**src/rtl/cache_pkg.sv**
```systemverilog
// Shared constants, address-field helpers and state encodings for the cache controller.
// No logic of its own; imported by cache_hs and cache_ctrl.
// CPU/memory word address layout is {tag, index, word}.
package cache_pkg;

   localparam int TAG_W  = 5;
   localparam int IDX_W  = 4;
   localparam int WORD_W = 2;
   localparam int DATA_W = 16;
   localparam int ADDR_W = TAG_W + IDX_W + WORD_W;

   localparam logic [WORD_W-1:0] W_LAST = {WORD_W{1'b1}};
   localparam logic [WORD_W-1:0] W_ONE  = {{(WORD_W-1){1'b0}}, 1'b1};

   typedef enum logic [3:0] {
      S_INIT,
      S_IDLE,
      S_CMP,
      S_WB_RD,
      S_WB_WR,
      S_FILL_RD,
      S_FILL_WR,
      S_RETRY,
      S_DONE
   } state_t;

   typedef enum logic [1:0] {
      HS_IDLE,
      HS_EN,
      HS_WAIT
   } hs_state_t;

   function automatic logic [TAG_W-1:0] addr_tag(input logic [ADDR_W-1:0] a);
      return a[ADDR_W-1 -: TAG_W];
   endfunction

   function automatic logic [IDX_W-1:0] addr_idx(input logic [ADDR_W-1:0] a);
      return a[WORD_W +: IDX_W];
   endfunction

   function automatic logic [WORD_W-1:0] addr_word(input logic [ADDR_W-1:0] a);
      return a[WORD_W-1:0];
   endfunction

   function automatic logic [ADDR_W-1:0] mk_addr(input logic [TAG_W-1:0]  t,
                                                  input logic [IDX_W-1:0]  i,
                                                  input logic [WORD_W-1:0] w);
      return {t, i, w};
   endfunction

   // States that run one handshake with the cache array.
   function automatic logic is_cache_state(input state_t s);
      return (s == S_INIT) || (s == S_CMP) || (s == S_WB_RD) ||
             (s == S_FILL_WR) || (s == S_RETRY);
   endfunction

   // States that hold a request towards main memory.
   function automatic logic is_mem_state(input state_t s);
      return (s == S_WB_WR) || (s == S_FILL_RD);
   endfunction

endpackage

```
**src/rtl/cache_hs.sv**
```systemverilog
// Four-phase enable/ack sequencer towards the cache array.
// Latency: c_enable rises the cycle after start; done pulses in the cycle c_ack is seen high.
// Backpressure: a new access is only started once c_ack has returned low.
module cache_hs
   import cache_pkg::*;
(
   input  logic clk,
   input  logic rst_n,
   input  logic start,
   input  logic c_ack,
   output logic c_enable,
   output logic done
);

   hs_state_t hs_q, hs_d;

   // Handshake phase register.
   always_ff @(posedge clk or negedge rst_n) begin
      if (!rst_n) hs_q <= HS_IDLE;
      else        hs_q <= hs_d;
   end

   // Raise enable on start, drop it on ack, then wait for ack to fall.
   always_comb begin
      hs_d = hs_q;
      case (hs_q)
         HS_IDLE: if (start)  hs_d = HS_EN;
         HS_EN:   if (c_ack)  hs_d = HS_WAIT;
         HS_WAIT: if (!c_ack) hs_d = HS_IDLE;
         default:             hs_d = HS_IDLE;
      endcase
   end

   // Enable is held for the whole request phase; done marks the sample cycle.
   always_comb begin
      c_enable = (hs_q == HS_EN);
      done     = (hs_q == HS_EN) && c_ack;
   end

endmodule

```
**src/rtl/cache_ctrl.sv**
```systemverilog
// Write-back direct-mapped cache controller: compare, dirty write-back, 4-word fill, hit/miss stats.
// Latency: hit = compare handshake + 1 cycle; misses add 4 fills (and 4 write-backs when dirty).
// Backpressure: cpu_busy outside IDLE, cpu_req ignored while busy; waits on c_ack and mem_ack.
module cache_ctrl
   import cache_pkg::*;
#(
   parameter int CNT_W = 16
)(
   input  logic              clk,
   input  logic              rst_n,
   input  logic              cpu_req,
   input  logic              cpu_we,
   input  logic [ADDR_W-1:0] cpu_addr,
   input  logic [DATA_W-1:0] cpu_wdata,
   output logic [DATA_W-1:0] cpu_rdata,
   output logic              cpu_ready,
   output logic              cpu_busy,
   output logic              c_enable,
   output logic              c_rst,
   output logic              c_comp,
   output logic              c_write,
   output logic              c_valid_in,
   output logic [IDX_W-1:0]  c_index,
   output logic [WORD_W-1:0] c_word,
   output logic [TAG_W-1:0]  c_tag_in,
   output logic [DATA_W-1:0] c_data_in,
   input  logic              c_hit,
   input  logic              c_dirty,
   input  logic              c_valid,
   input  logic              c_ack,
   input  logic [TAG_W-1:0]  c_tag_out,
   input  logic [DATA_W-1:0] c_data_out,
   output logic              mem_req,
   output logic              mem_we,
   output logic [ADDR_W-1:0] mem_addr,
   output logic [DATA_W-1:0] mem_wdata,
   input  logic [DATA_W-1:0] mem_rdata,
   input  logic              mem_ack,
   output logic [CNT_W-1:0]  hit_cnt,
   output logic [CNT_W-1:0]  miss_cnt,
   output logic              err
);

   localparam logic [CNT_W-1:0] CNT_ONE = {{(CNT_W-1){1'b0}}, 1'b1};

   function automatic logic [CNT_W-1:0] sat_inc(input logic [CNT_W-1:0] v);
      return (v == {CNT_W{1'b1}}) ? v : v + CNT_ONE;
   endfunction

   state_t              state_q, state_d;
   logic                we_q, we_d;
   logic [ADDR_W-1:0]   addr_q, addr_d;
   logic [DATA_W-1:0]   wdata_q, wdata_d;
   logic [DATA_W-1:0]   buf_q, buf_d;
   logic [WORD_W-1:0]   w_q, w_d;
   logic [TAG_W-1:0]    vtag_q, vtag_d;
   logic [CNT_W-1:0]    hit_d, miss_d;
   logic                err_d;

   logic                cache_start, cache_start_d;
   logic                hs_done;
   logic                mem_done;

   logic                cpu_ready_d, cpu_busy_d;
   logic [DATA_W-1:0]   cpu_rdata_d;
   logic                c_rst_d, c_comp_d, c_write_d, c_valid_in_d;
   logic [IDX_W-1:0]    c_index_d;
   logic [WORD_W-1:0]   c_word_d;
   logic [TAG_W-1:0]    c_tag_in_d;
   logic [DATA_W-1:0]   c_data_in_d;
   logic                mem_req_d, mem_we_d;
   logic [ADDR_W-1:0]   mem_addr_d;
   logic [DATA_W-1:0]   mem_wdata_d;

   // mem_ack only counts while our request is actually up.
   assign mem_done = mem_req && mem_ack;

   cache_hs u_hs (
      .clk      (clk),
      .rst_n    (rst_n),
      .start    (cache_start),
      .c_ack    (c_ack),
      .c_enable (c_enable),
      .done     (hs_done)
   );

   // State, transaction context, statistics and registered outputs.
   always_ff @(posedge clk or negedge rst_n) begin
      if (!rst_n) begin
         state_q     <= S_INIT;
         we_q        <= 1'b0;
         addr_q      <= '0;
         wdata_q     <= '0;
         buf_q       <= '0;
         w_q         <= '0;
         vtag_q      <= '0;
         hit_cnt     <= '0;
         miss_cnt    <= '0;
         err         <= 1'b0;
         cache_start <= 1'b0;
         cpu_ready   <= 1'b0;
         cpu_busy    <= 1'b0;
         cpu_rdata   <= '0;
         c_rst       <= 1'b0;
         c_comp      <= 1'b0;
         c_write     <= 1'b0;
         c_valid_in  <= 1'b0;
         c_index     <= '0;
         c_word      <= '0;
         c_tag_in    <= '0;
         c_data_in   <= '0;
         mem_req     <= 1'b0;
         mem_we      <= 1'b0;
         mem_addr    <= '0;
         mem_wdata   <= '0;
      end else begin
         state_q     <= state_d;
         we_q        <= we_d;
         addr_q      <= addr_d;
         wdata_q     <= wdata_d;
         buf_q       <= buf_d;
         w_q         <= w_d;
         vtag_q      <= vtag_d;
         hit_cnt     <= hit_d;
         miss_cnt    <= miss_d;
         err         <= err_d;
         cache_start <= cache_start_d;
         cpu_ready   <= cpu_ready_d;
         cpu_busy    <= cpu_busy_d;
         cpu_rdata   <= cpu_rdata_d;
         c_rst       <= c_rst_d;
         c_comp      <= c_comp_d;
         c_write     <= c_write_d;
         c_valid_in  <= c_valid_in_d;
         c_index     <= c_index_d;
         c_word      <= c_word_d;
         c_tag_in    <= c_tag_in_d;
         c_data_in   <= c_data_in_d;
         mem_req     <= mem_req_d;
         mem_we      <= mem_we_d;
         mem_addr    <= mem_addr_d;
         mem_wdata   <= mem_wdata_d;
      end
   end

   // Next state plus context/statistic updates; advances on handshake completion.
   always_comb begin
      state_d = state_q;
      we_d    = we_q;
      addr_d  = addr_q;
      wdata_d = wdata_q;
      buf_d   = buf_q;
      w_d     = w_q;
      vtag_d  = vtag_q;
      hit_d   = hit_cnt;
      miss_d  = miss_cnt;
      err_d   = err;
      case (state_q)
         S_INIT: if (hs_done) state_d = S_IDLE;
         S_IDLE: if (cpu_req) begin
            we_d    = cpu_we;
            addr_d  = cpu_addr;
            wdata_d = cpu_wdata;
            state_d = S_CMP;
         end
         S_CMP: if (hs_done) begin
            buf_d = c_data_out;
            w_d   = '0;
            if (c_hit) begin
               hit_d   = sat_inc(hit_cnt);
               state_d = S_DONE;
            end else begin
               miss_d = sat_inc(miss_cnt);
               if (c_valid && c_dirty) begin
                  vtag_d  = c_tag_out;
                  state_d = S_WB_RD;
               end else begin
                  state_d = S_FILL_RD;
               end
            end
         end
         S_WB_RD: if (hs_done) begin
            buf_d   = c_data_out;
            state_d = S_WB_WR;
         end
         S_WB_WR: if (mem_done) begin
            if (w_q == W_LAST) begin
               w_d     = '0;
               state_d = S_FILL_RD;
            end else begin
               w_d     = w_q + W_ONE;
               state_d = S_WB_RD;
            end
         end
         S_FILL_RD: if (mem_done) begin
            buf_d   = mem_rdata;
            state_d = S_FILL_WR;
         end
         S_FILL_WR: if (hs_done) begin
            if (w_q == W_LAST) begin
               state_d = S_RETRY;
            end else begin
               w_d     = w_q + W_ONE;
               state_d = S_FILL_RD;
            end
         end
         S_RETRY: if (hs_done) begin
            buf_d = c_data_out;
            if (!c_hit) err_d = 1'b1;
            state_d = S_DONE;
         end
         S_DONE:  state_d = S_IDLE;
         default: state_d = S_INIT;
      endcase
   end

   // Outputs for the coming state, so c_* and mem_* settle together with the state.
   always_comb begin
      cpu_busy_d    = (state_d != S_IDLE);
      cpu_ready_d   = (state_d == S_DONE);
      cpu_rdata_d   = (state_d == S_DONE && !we_d) ? buf_d : '0;
      cache_start_d = is_cache_state(state_d);
      c_rst_d       = 1'b0;
      c_comp_d      = 1'b0;
      c_write_d     = 1'b0;
      c_valid_in_d  = 1'b0;
      c_index_d     = '0;
      c_word_d      = '0;
      c_tag_in_d    = '0;
      c_data_in_d   = '0;
      // A request just acknowledged always drops for one cycle, even when
      // write-back hands straight over to the first fill read.
      mem_req_d     = is_mem_state(state_d) && !mem_done;
      mem_we_d      = 1'b0;
      mem_addr_d    = '0;
      mem_wdata_d   = '0;
      case (state_d)
         S_INIT: c_rst_d = 1'b1;
         S_CMP, S_RETRY: begin
            c_comp_d    = 1'b1;
            c_write_d   = we_d;
            c_index_d   = addr_idx(addr_d);
            c_word_d    = addr_word(addr_d);
            c_tag_in_d  = addr_tag(addr_d);
            c_data_in_d = wdata_d;
         end
         S_WB_RD: begin
            c_index_d = addr_idx(addr_d);
            c_word_d  = w_d;
         end
         S_FILL_WR: begin
            c_write_d    = 1'b1;
            c_valid_in_d = 1'b1;
            c_index_d    = addr_idx(addr_d);
            c_word_d     = w_d;
            c_tag_in_d   = addr_tag(addr_d);
            c_data_in_d  = buf_d;
         end
         S_WB_WR: begin
            mem_we_d    = 1'b1;
            mem_addr_d  = mk_addr(vtag_d, addr_idx(addr_d), w_d);
            mem_wdata_d = buf_d;
         end
         S_FILL_RD: begin
            mem_addr_d = mk_addr(addr_tag(addr_d), addr_idx(addr_d), w_d);
         end
         default: ;
      endcase
   end

endmodule
```
**config.mk**
```make
export PLATFORM = sky130hd
export DESIGN_NAME = cache_ctrl
export DESIGN_NICKNAME = d
export VERILOG_FILES = /design/src/rtl/cache_pkg.sv /design/src/rtl/cache_hs.sv /design/src/rtl/cache_ctrl.sv
export SDC_FILE = /design/constraint.sdc
export NUM_CORES = 1
export LEC_CHECK = 0
export CAP_MARGIN = 20
export CORE_ASPECT_RATIO = 1.5
export CORE_UTILIZATION = 49
export CTS_CLUSTER_SIZE = 16
export DETAILED_ROUTE_END_ITERATION = 10
export PLACE_DENSITY_LB_ADDON = 0.2
export REMOVE_ABC_BUFFERS = 1
export SKIP_CTS_REPAIR_TIMING = 1
export SLEW_MARGIN = 5
export SYNTH_ARGS = -nofsm -noshare
export SYNTH_HDL_FRONTEND = slang
export SYNTH_SLANG_ARGS = --single-unit
export TNS_END_PERCENT = 1
```
**constraint.sdc**
```tcl
create_clock -name clk -period 2.6 [get_ports clk]
set_clock_uncertainty 0.15 [all_clocks]
set_input_delay 0.52 -clock clk [delete_from_list [all_inputs] [get_ports clk]]
set_output_delay 0.52 -clock clk [all_outputs]
set_load 0.05 [all_outputs]
```
== Word level (Yosys, flattened, before mapping) ==
Cells that the tools add are included.

* Word-level logic and storage cells: 129
* Register bits after elaboration: 169
* Output and inout port bits: 112
* Input port bits: 73

* Add/sub/neg operators: 3
* Reduce and logical (&&, ||, !) cells: 24
* Bitwise operators: 3
* Muxes and demuxes: 48
* Eq/ne operators: 24

{| class="wikitable"
|+ Operators with widths
! kind !! count
|-
| $mux 16 || 6
|-
| $pmux 16 s2 || 2
|-
| $mux 4 || 10
|-
| $pmux 4 s9 || 1
|-
| $add 16x1->16 const B || 2
|-
| $eq 16x16->1 const B || 2
|-
| $eq 4x3->1 const B || 8
|-
| $mux 5 || 5
|-
| $mux 11 || 2
|-
| $pmux 11 s2 || 1
|-
| $mux 2 || 9
|-
| $eq 4x2->1 const B || 4
|-
| $pmux 2 s3 || 2
|-
| $eq 4x4->1 const B || 2
|-
| $logic_not 4->1 || 2
|-
| $reduce_and 4->1 || 2
|-
| $mux 1 || 6
|-
| $mux 3 || 2
|-
| $reduce_and 3->1 || 2
|-
| $reduce_or 3->1 || 2
|-
| $logic_and 1x1->1 || 5
|-
| $logic_or 1x1->1 || 5
|-
| $eq 2x2->1 const B || 2
|-
| $eq 4x1->1 const B || 1
|-
| other kinds (12) || 17
|}

== Depth between registers and ports, before layout ==
Gate-level depths: netlist of the first run.

* Depth in word-level cells: 10
* Mapped depth: 10
* Gate-level depth less buffers: 8

== Hierarchy ==
A second synthesis of the first run with hierarchy kept.

* Cells, all modules: 579
* Area total of the unflattened synthesis: 6755.2 µm²

{| class="wikitable"
|+ Modules (own cells, without submodules)
! module !! seq. area each (µm²) !! instances !! area an instance (µm²) !! cells each
|-
| cache_ctrl || 4179.0 || 1 || 6653.9 || 570
|-
| cache_hs || 50.0 || 1 || 101.3 || 9
|}

== Worst setup path before layout of the first run ==
No wires, ideal clock.

* Path type: flip-flop to flip-flop
* Start point: reg mem_req
* End point: reg c_data_in[1]
* Data required time: 2370 ps
* Setup time: 80 ps
* Buffers on the path: 2
* Stages on the path, launching flop included: 8
* Period minus slack after synthesis: 2368 ps
* Arrival time: 2138 ps
* Setup slack: 232 ps
* Cell sequence: dfrtp_1 -> and4b_4 -> nand2_2 -> o2111a_1 -> buf_6 -> or3_4 -> buf_6 -> o22ai_2

* Longest elaborated chain between the ends: 6
* Elaborated cells on any way between the ends: 11
* Classes of those cells: 3 x eq/ne; 6 x mux; 2 x reduce/logical

{| class="wikitable"
|+ RTL lines
! element !! RTL line !! source
|-
| start: declaration || cache_ctrl.sv:33 || <nowiki>output logic mem_req,</nowiki>
|-
| start signal: assignment || cache_ctrl.sv:139 || <nowiki>mem_req <= mem_req_d;</nowiki>
|-
| $logic_and 1x1->1 (*) || cache_ctrl.sv:76 || <nowiki>assign mem_done = mem_req && mem_ack;</nowiki>
|-
| $mux 4, on equally long branches || cache_ctrl.sv:195, cache_ctrl.sv:186 ||
|-
| $pmux 4 s9 || cache_ctrl.sv:158 || <nowiki>case (state_q)</nowiki>
|-
| $eq 4x2->1 / $eq 4x3->1 (equally long branches) || cache_ctrl.sv:237 || <nowiki>case (state_d)</nowiki>
|-
| $reduce_or 2->1 || - ||
|-
| $pmux 16 s2 (*) || cache_ctrl.sv:237 ||
|-
| named net c_data_in_d[1] || cache_ctrl.sv:70 || <nowiki>logic [DATA_W-1:0] c_data_in_d;</nowiki>
|-
| end signal: assignment || cache_ctrl.sv:138 || <nowiki>c_data_in <= c_data_in_d;</nowiki>
|-
| end: declaration || cache_ctrl.sv:26 || <nowiki>output logic [DATA_W-1:0] c_data_in,</nowiki>
|}

The timed path passes the listed nets; every way through them passes the cells marked *.
A chain may end at the register's enable or synchronous reset.

== Final worst setup path of the first run ==
* Start point: in c_ack
* End point: reg c_tag_in[0]

* Longest elaborated chain between the ends: 6
* Elaborated cells on any way between the ends: 12
* Classes of those cells: 3 x eq/ne; 7 x mux; 2 x reduce/logical

{| class="wikitable"
|+ RTL lines
! element !! RTL line !! source
|-
| start: declaration || cache_ctrl.sv:30 || <nowiki>input logic c_ack,</nowiki>
|-
| $logic_and 1x1->1 (*) || cache_hs.sv:37 || <nowiki>done = (hs_q == HS_EN) && c_ack;</nowiki>
|-
| $mux 4, on equally long branches || - ||
|-
| $pmux 4 s9 (*) || cache_ctrl.sv:158 ||
|-
| $eq 4x2->1 / $eq 4x3->1 (equally long branches) || cache_ctrl.sv:237 ||
|-
| $reduce_or 3->1 (no source line) (*) || - ||
|-
| $mux 5 (*) || cache_ctrl.sv:237 ||
|-
| named net c_tag_in_d[0] || cache_ctrl.sv:69 || <nowiki>logic [TAG_W-1:0] c_tag_in_d;</nowiki>
|-
| end signal: assignment || cache_ctrl.sv:137 || <nowiki>c_tag_in <= c_tag_in_d;</nowiki>
|-
| end: declaration || cache_ctrl.sv:25 || <nowiki>output logic [TAG_W-1:0] c_tag_in,</nowiki>
|}

Marks and branches as above.

==> metrics.md, run 1 <==
| Metric | Value |
|---|---|
| CP peak stage delay | 0.53 ns |
| Worst-skew pair later-pin latency | 0.41 ns |
| RePlAce Congestion | 0.852 |
| Critical-path maximum fanout | 8 |
| CP most frequent cell | buf_4 |
| Final min period | 2.45 ns |
| Post-DP HPWL | 13.6 mm |
| Diodes inserted | 0 |
| Relative slew slack | 62.5% |
| Max H-tree Level | 4 |
| DRC Markers | 0 |
| P&R area growth vs syn | 46.3% |
| Post-synthesis cell type count | 63 |
| Static leakage | 4.95 nW |
| CP Cell Sequence | clkdlybuf4s50_1, buf_4, nand3b_1, a32oi_1, and3b_1, inv_4, buf_4, nor2_1, o21ai_1, buf_4, nor2b_1 |
| Largest cells by area after synthesis | dfrtp_1 (60%), nor2_1 (3.8%), mux2i_1 (3.5%), inv_1 (2.8%), mux2_2 (2.7%) |
| Startpoint Class | input port |
| #FFs+latches synth | 169 |
| Synthesis Warnings | 0 |
| Final Hold Viols | 0 |
| VDD IR-drop max | 605 uV |
| Initial drt markers | 268 |
| First-pass GRT wire length | 30.1 mm |
| Tot Pwr | 0.0114 W |
| Largest area contributor in the netlist | dfrtp_1 |
| Vias in the first global route | 6057 |
| Share of layout cells above drive strength 1 | 18.8% |
| Power Density | 1100 mW/mm^2 |
| Min-delay worst type | flip-flop to flip-flop |
| Post-Place Cells | 1019 |
| Mean post-synth cell area | 12.1 um^2 |
| IO Pins | 185 |
| Clock tree buffer depth | 2 |
| Slowest stage cell, crit path | clkdlybuf4s50_1 |
| Status | completed |
| Sw frac | 38.3% |
| Final WL | 18.4 mm |
| Initial Utilization | 50.2% |
| Max Cap Violations | 0 |
| P_int | 0.00700 W |
| Unrepaired setup endpoints after global routing | yes |
| First-pass detailed-route iteration total | 4 |
| Most common cell in the netlist | dfrtp_1 |
| Row cnt | 53 |
| Crit path DAT | 2.65 ns |
| Sequential share of power | 32.7% |
| Delay-heaviest family, CP | buffers and inverters |
| DR vias/cell | 5.18 |
| Logic pwr share | 46.3% |
| Initial antenna violation count | 0 |
| Die Wd | 100 um |
| Post-DRT Antenna Nets | 0 |
| Final setup viols | 0 |
| Synth top area share | 59.9% |
| Congestion Overflow GR | 0 |
| Largest net degree at the start of global routing | 65 |
| Core area | 0.0141 mm^2 |
| Post-synth EDFFs | 0 |
| Top_reg_cell synth | dfrtp_1 |
| Least-Margin Pin Slew | 0.561 ns |
| Syn Inst Count | 582 |
| CTS sink count | 169 |
| CTS Buf Count | 17 |
| Async SR Flop Fraction | 100% |
| Net Sw Power | 0.00435 W |
| Sequential area share after synthesis | 59.9% |
| Die Y-Extent | 149 um |
| Nets | 926 |
| Die area | 0.0149 mm^2 |
| WP data required | 2.80 ns |
| Clk network pwr share | 21.0% |
| F_max | 0.407 GHz |
| Total global routing track utilization | 26.6% |
| Synth top cells by count | dfrtp_1 (169), nor2_1 (71), inv_1 (53) |
| Bufs and invs on worst path | 5 |
| Critical Path End Type | flip-flop |
| CTS tree | built |
| CP Class | input port to flip-flop |
| Part of the cycle the worst path needs | 94.4% |
| Post-Layout Cell Count | 1052 |
| Port bufs | 184 |
| Vias | 5452 |
| CTS root buf | clkbuf_16 |
| Hold slack | 0.338 ns |
| Post-synthesis cell area | 0.00706 mm^2 |
| Slew Limit Fails | 0 |
| Drt wl/cell | 17.5 um |
| Worst-path clk slew | 0.06 ns |
-- layout by cell type, fill, tap and decap left out, types with 3 or more instances in the layout --
master,n
a21oi_1,8
a222oi_1,16
a31oi_1,3
and3_1,6
and3b_1,3
and4_1,3
buf_12,11
buf_4,73
clkbuf_1,4
clkbuf_16,17
clkdlybuf4s50_1,182
clkinvlp_4,4
dfrtp_1,168
ha_1,6
inv_1,53
mux2_1,10
mux2_2,17
mux2i_1,25
nand2_1,25
nand2_2,3
nand2b_1,5
nand3_1,14
nand4_1,10
nor2_1,71
nor2b_1,10
nor3_1,12
nor4_1,3
o21ai_1,3
o22ai_1,3
o22ai_2,10
o31ai_1,3
xnor2_1,16
xor2_1,13
-- state kept, by name (all words and copies together) (netlist names), 16 cells and up --
| signal | count |
|---|---|
| hit_cnt | 16 |
| wdata_q | 16 |
| cpu_rdata | 16 |
| buf_q | 16 |
| c_data_in | 16 |
| mem_wdata | 16 |
| miss_cnt | 16 |
-- kinds of logic (layout without fill, tap and decap cells) --
| group | count (synthesis) | count (layout) | synth area share [%] |
|---|---|---|---|
| and+or+nand+nor | 186 | 186 | 14.2 |
| xor gates and xnor gates | 29 | 29 | 3.60 |
| adders and majority gates | 6 | 6 | 1.06 |
| AOI/OAI and AO/OA | 61 | 61 | 7.75 |
| muxes | 53 | 53 | 8.07 |
| buffers and inverters | 78 | 356 | 5.39 |
| DFF | 169 | 169 | 59.9 |
-- per-layer routing --
layer	GRT usage [%]	up-vias	part of all wire, %
met2	47.8	166	54
met3	7.50	35	5.8
li1	-	2536	-
met1	28.9	2715	37
met5	0	-	0
met4	11.5	0	3.1
-- final timing paths --
| check | cells after the start | slack (ns) | from | end |
|---|---|---|---|---|
| worst max-delay path | 11 | 0.15 | c_ack | c_tag_in[0] |
| worst min-delay path | 1 | 0.34 | hit_cnt[15] | hit_cnt[15] |
| worst max register to register | 9 | 0.16 | state_q[2] | c_tag_in[0] |
| worst min register to register | 1 | 0.34 | hit_cnt[15] | hit_cnt[15] |
| max in group asynchronous | 3 | 1.10 | rst_n | c_index[3] |
| min in group asynchronous | 2 | 0.48 | rst_n | hit_cnt[7] |
-- layout make-up --
class	instances	area [um^2]
clock inverter	9	91.3
multi-input combinational	335	2460
fill	998	3740
tap	192	240
inverter	55	209
sequential	169	4230
clock buffer	23	468
timing repair buffer	269	2620
-- per-stage QoR --
step	TNS (ns)	setup slack, ns	cell area (um^2)	utilization [%]
floorplan	-27.70	-0.636	6890	-
CTS	-0.0358	-0.0358	10300	73.3
detailed placement	-10.53	-0.270	9740	69.3
global route	0	0.000146	10300	73.4
global placement	-6.06	-0.186	9740	69.3
finish	0	0.146	10300	73.4
-- power groups by stage --
stage / registers [W] / logic [W] / clock network, W
2_1_floorplan: 0.00472 / 0.00200 / 0
3_3_place_gp: 0.00372 / 0.00511 / 0
3_5_place_dp: 0.00375 / 0.00524 / 0
4_1_cts: 0.00372 / 0.00529 / 0.00244
5_1_grt: 0.00378 / 0.00563 / 0.00256
6_report: 0.00372 / 0.00526 / 0.00238
Power figures use the tool's default switching activity.
==> run 2: changes to the inputs <==
--- a/config.mk
+++ b/config.mk
@@ -10,6 +10,7 @@
 export CORE_UTILIZATION = 49
 export CTS_CLUSTER_SIZE = 16
 export DETAILED_ROUTE_END_ITERATION = 10
+export HOLD_SLACK_MARGIN = 0.12
 export PLACE_DENSITY_LB_ADDON = 0.2
 export REMOVE_ABC_BUFFERS = 1
 export SKIP_CTS_REPAIR_TIMING = 1
==> results of run 2 <==
Same layout as run 1: the final DEF is identical, and so are final timing and power.
==> run 3: changes to the inputs <==
--- a/config.mk
+++ b/config.mk
@@ -5,9 +5,10 @@
 export SDC_FILE = /design/constraint.sdc
 export NUM_CORES = 1
 export LEC_CHECK = 0
-export CAP_MARGIN = 20
+export CELL_PAD_IN_SITES_DETAIL_PLACEMENT = 0
+export CELL_PAD_IN_SITES_GLOBAL_PLACEMENT = 2
 export CORE_ASPECT_RATIO = 1.5
-export CORE_UTILIZATION = 49
+export CORE_UTILIZATION = 28
 export CTS_CLUSTER_SIZE = 16
 export DETAILED_ROUTE_END_ITERATION = 10
 export HOLD_SLACK_MARGIN = 0.12
==> constraint.sdc (replaced) <==
create_clock -name clk -period 2.2 [get_ports clk]
set_clock_uncertainty 0.15 [all_clocks]
set_input_delay 0.44 -clock clk [delete_from_list [all_inputs] [get_ports clk]]
set_output_delay 0.44 -clock clk [all_outputs]
set_load 0.05 [all_outputs]
==> metrics.md, run 3 (same netlist as run 1, synthesis figures left out) <==
| Metric | Value |
|---|---|
| CP Cell Sequence | ha_4, nor4bb_4, nor4_2, a211oi_2, nand2_2, buf_4, mux2_4, o31ai_2 |
| Max Cap Violations | 0 |
| Part of the cycle the worst path needs | 103% |
| Worst Hold Depth | 3 |
| Most common cell after layout, fill and taps aside | dfrtp_1 |
| CTS sink count | 169 |
| Relative slew slack | 63.4% |
| DRC Markers | 0 |
| Total global routing track utilization | 16.9% |
| Crit path DAT | 2.45 ns |
| First-pass detailed-route iteration total | 6 |
| Congestion Overflow GR | 0 |
| CTS tree | built |
| P&R area growth vs syn | 57.2% |
| Final WL | 20.8 mm |
| Critical-path maximum fanout | 4 |
| Min-delay worst type | input port to flip-flop |
| Vias in the first global route | 6248 |
| Static leakage | 6.46 nW |
| Worst-path clk slew | 0.07 ns |
| Status | finished with violations |
| Reg-to-reg startpoint | w_q[1] |
| CP peak stage delay | 0.41 ns |
| R2r setup slk | -0.06 ns |
| Vias | 5488 |
| Fill cells | 2304 |
| Drt wl/cell | 17.0 um |
| Die Wd | 132 um |
| VDD IR-drop max | 819 uV |
| Port bufs | 184 |
| Startpoint Class | flip-flop |
| Delay-heaviest family, CP | simple AND/OR/NAND/NOR gates |
| Critical Path End Type | flip-flop |
| Final Hold Viols | 0 |
| Core area | 0.0245 mm^2 |
| Max H-tree Level | 4 |
| Tot Pwr | 0.0142 W |
| Unrepaired setup endpoints after global routing | yes |
| Nets | 962 |
| Hold path endpoint | u_hs.hs_q[1] |
| Hold slack | 0.193 ns |
| Largest net degree at the start of global routing | 48 |
| Final min period | 2.26 ns |
| Share of layout cells above drive strength 1 | 26.8% |
| Area of the multi-input gates | 0.00256 mm^2 |
| Final worst-path setup slack | -0.0612 ns |
| Fin util | 45.3% |
| Failing checks | setup timing |
| Slowest stage cell, crit path | dfrtp_1 |
| Diodes inserted | 0 |
| Least-Margin Pin Slew | 0.548 ns |
| First-pass GRT wire length | 33.2 mm |
| Clock tree buffer depth | 2 |
| Initial drt markers | 214 |
| DR vias/cell | 4.50 |
| Most frequent cells in the layout | dfrtp_1 (168), buf_4 (127), clkdlybuf4s50_1 (88) |
| Bufs and invs on worst path | 1 |
| Initial antenna violation count | 0 |
| CTS root buf | clkbuf_16 |
| Die Y-Extent | 196 um |
| CP Class | flip-flop to flip-flop |
| CTS Buf Count | 17 |
| WP data required | 2.39 ns |
| F_max | 0.442 GHz |
| IO Pins | 185 |
| Row cnt | 70 |
| R2R depth | 8 |
| Worst-skew pair later-pin latency | 0.43 ns |
| Final setup viols | 19 |
| Worst flop-to-flop path endpoint | c_data_in[11] |
| RePlAce Congestion | 0.837 |
| Initial Utilization | 28.8% |
| Die area | 0.0259 mm^2 |
| Worst Min Path Start | c_ack |
| FF+latch area | 0.00423 mm^2 |
| Slew Limit Fails | 0 |
| Power Density | 1280 mW/mm^2 |
| Post-DP HPWL | 15.5 mm |
| Post-DRT Antenna Nets | 0 |
-- run 3: cell types whose count changed in the layout (fill, tap and decap cells not counted), moves of 3 or more --
cell and delta:
clkdlybuf4s50_1 -94, dlymetal6s2s_1 +70, buf_4 +54, bufinv_16 +3
buf_12 +5
-- run 3: per-layer routing --
layer	vias to the layer above	track usage [%]	wire [um]
met5	-	0	0
met4	0	6.12	386
met3	17	6.07	1270
met2	145	31.0	11300
met1	2719	17.4	7760
li1	2607	-	-
-- run 3: cell type report --
class / instances / share of cell area (%)
Clock inverter: 11 / 1.53
Timing Repair Buffer: 304 / 27.6
Tap cell: 324 / 3.65
Multi-Input combinational cell: 336 / 23.1
Sequential cell: 169 / 38.1
Inverter: 55 / 1.88
Clock buffer: 21 / 4.15
-- run 3: where the power goes --
part           switching [W]  internal, W  leakage, nW
combinational        0.00376      0.00302         3.93
clock                0.00125      0.00196        0.299
sequential          0.000323      0.00394         2.23
-- run 3: worst max path at each step --
stage	startpoint	end	slack, ns	depth (start not counted)
after floorplan	state_q[1]	c_data_in[5]	-1.04	6
after global placement	mem_ack	c_data_in[11]	-0.51	8
after detailed placement	c_ack	c_data_in[11]	-0.59	9
after CTS	w_q[0]	c_data_in[3]	-0.14	7
after global routing	state_q[0]	c_data_in[2]	-0.17	8
final	w_q[1]	c_data_in[11]	-0.06	8
-- run 3: worst register-to-register path, cell delays in order, from the launching register on --
cell,delay (ns)
dfrtp_1,0.41
ha_4,0.19
nor4bb_4,0.30
nor4_2,0.08
a211oi_2,0.26
nand2_2,0.13
buf_4,0.16
mux2_4,0.28
o31ai_2,0.21
-- run 3: metrics by stage --
stage / TNS [ns] / setup slack, ns / cells / area (um^2)
2_1_floorplan: -68.24 / -1.04 / 559 / 6890
4_1_cts: -4.44 / -0.136 / 1217 / 10800
5_1_grt: -3.48 / -0.166 / 1220 / 11100
6_report: -0.360 / -0.0612 / 1220 / 11100
3_5_place_dp: -48.95 / -0.587 / 1185 / 10200
3_3_place_gp: -42.93 / -0.513 / 1185 / 10200
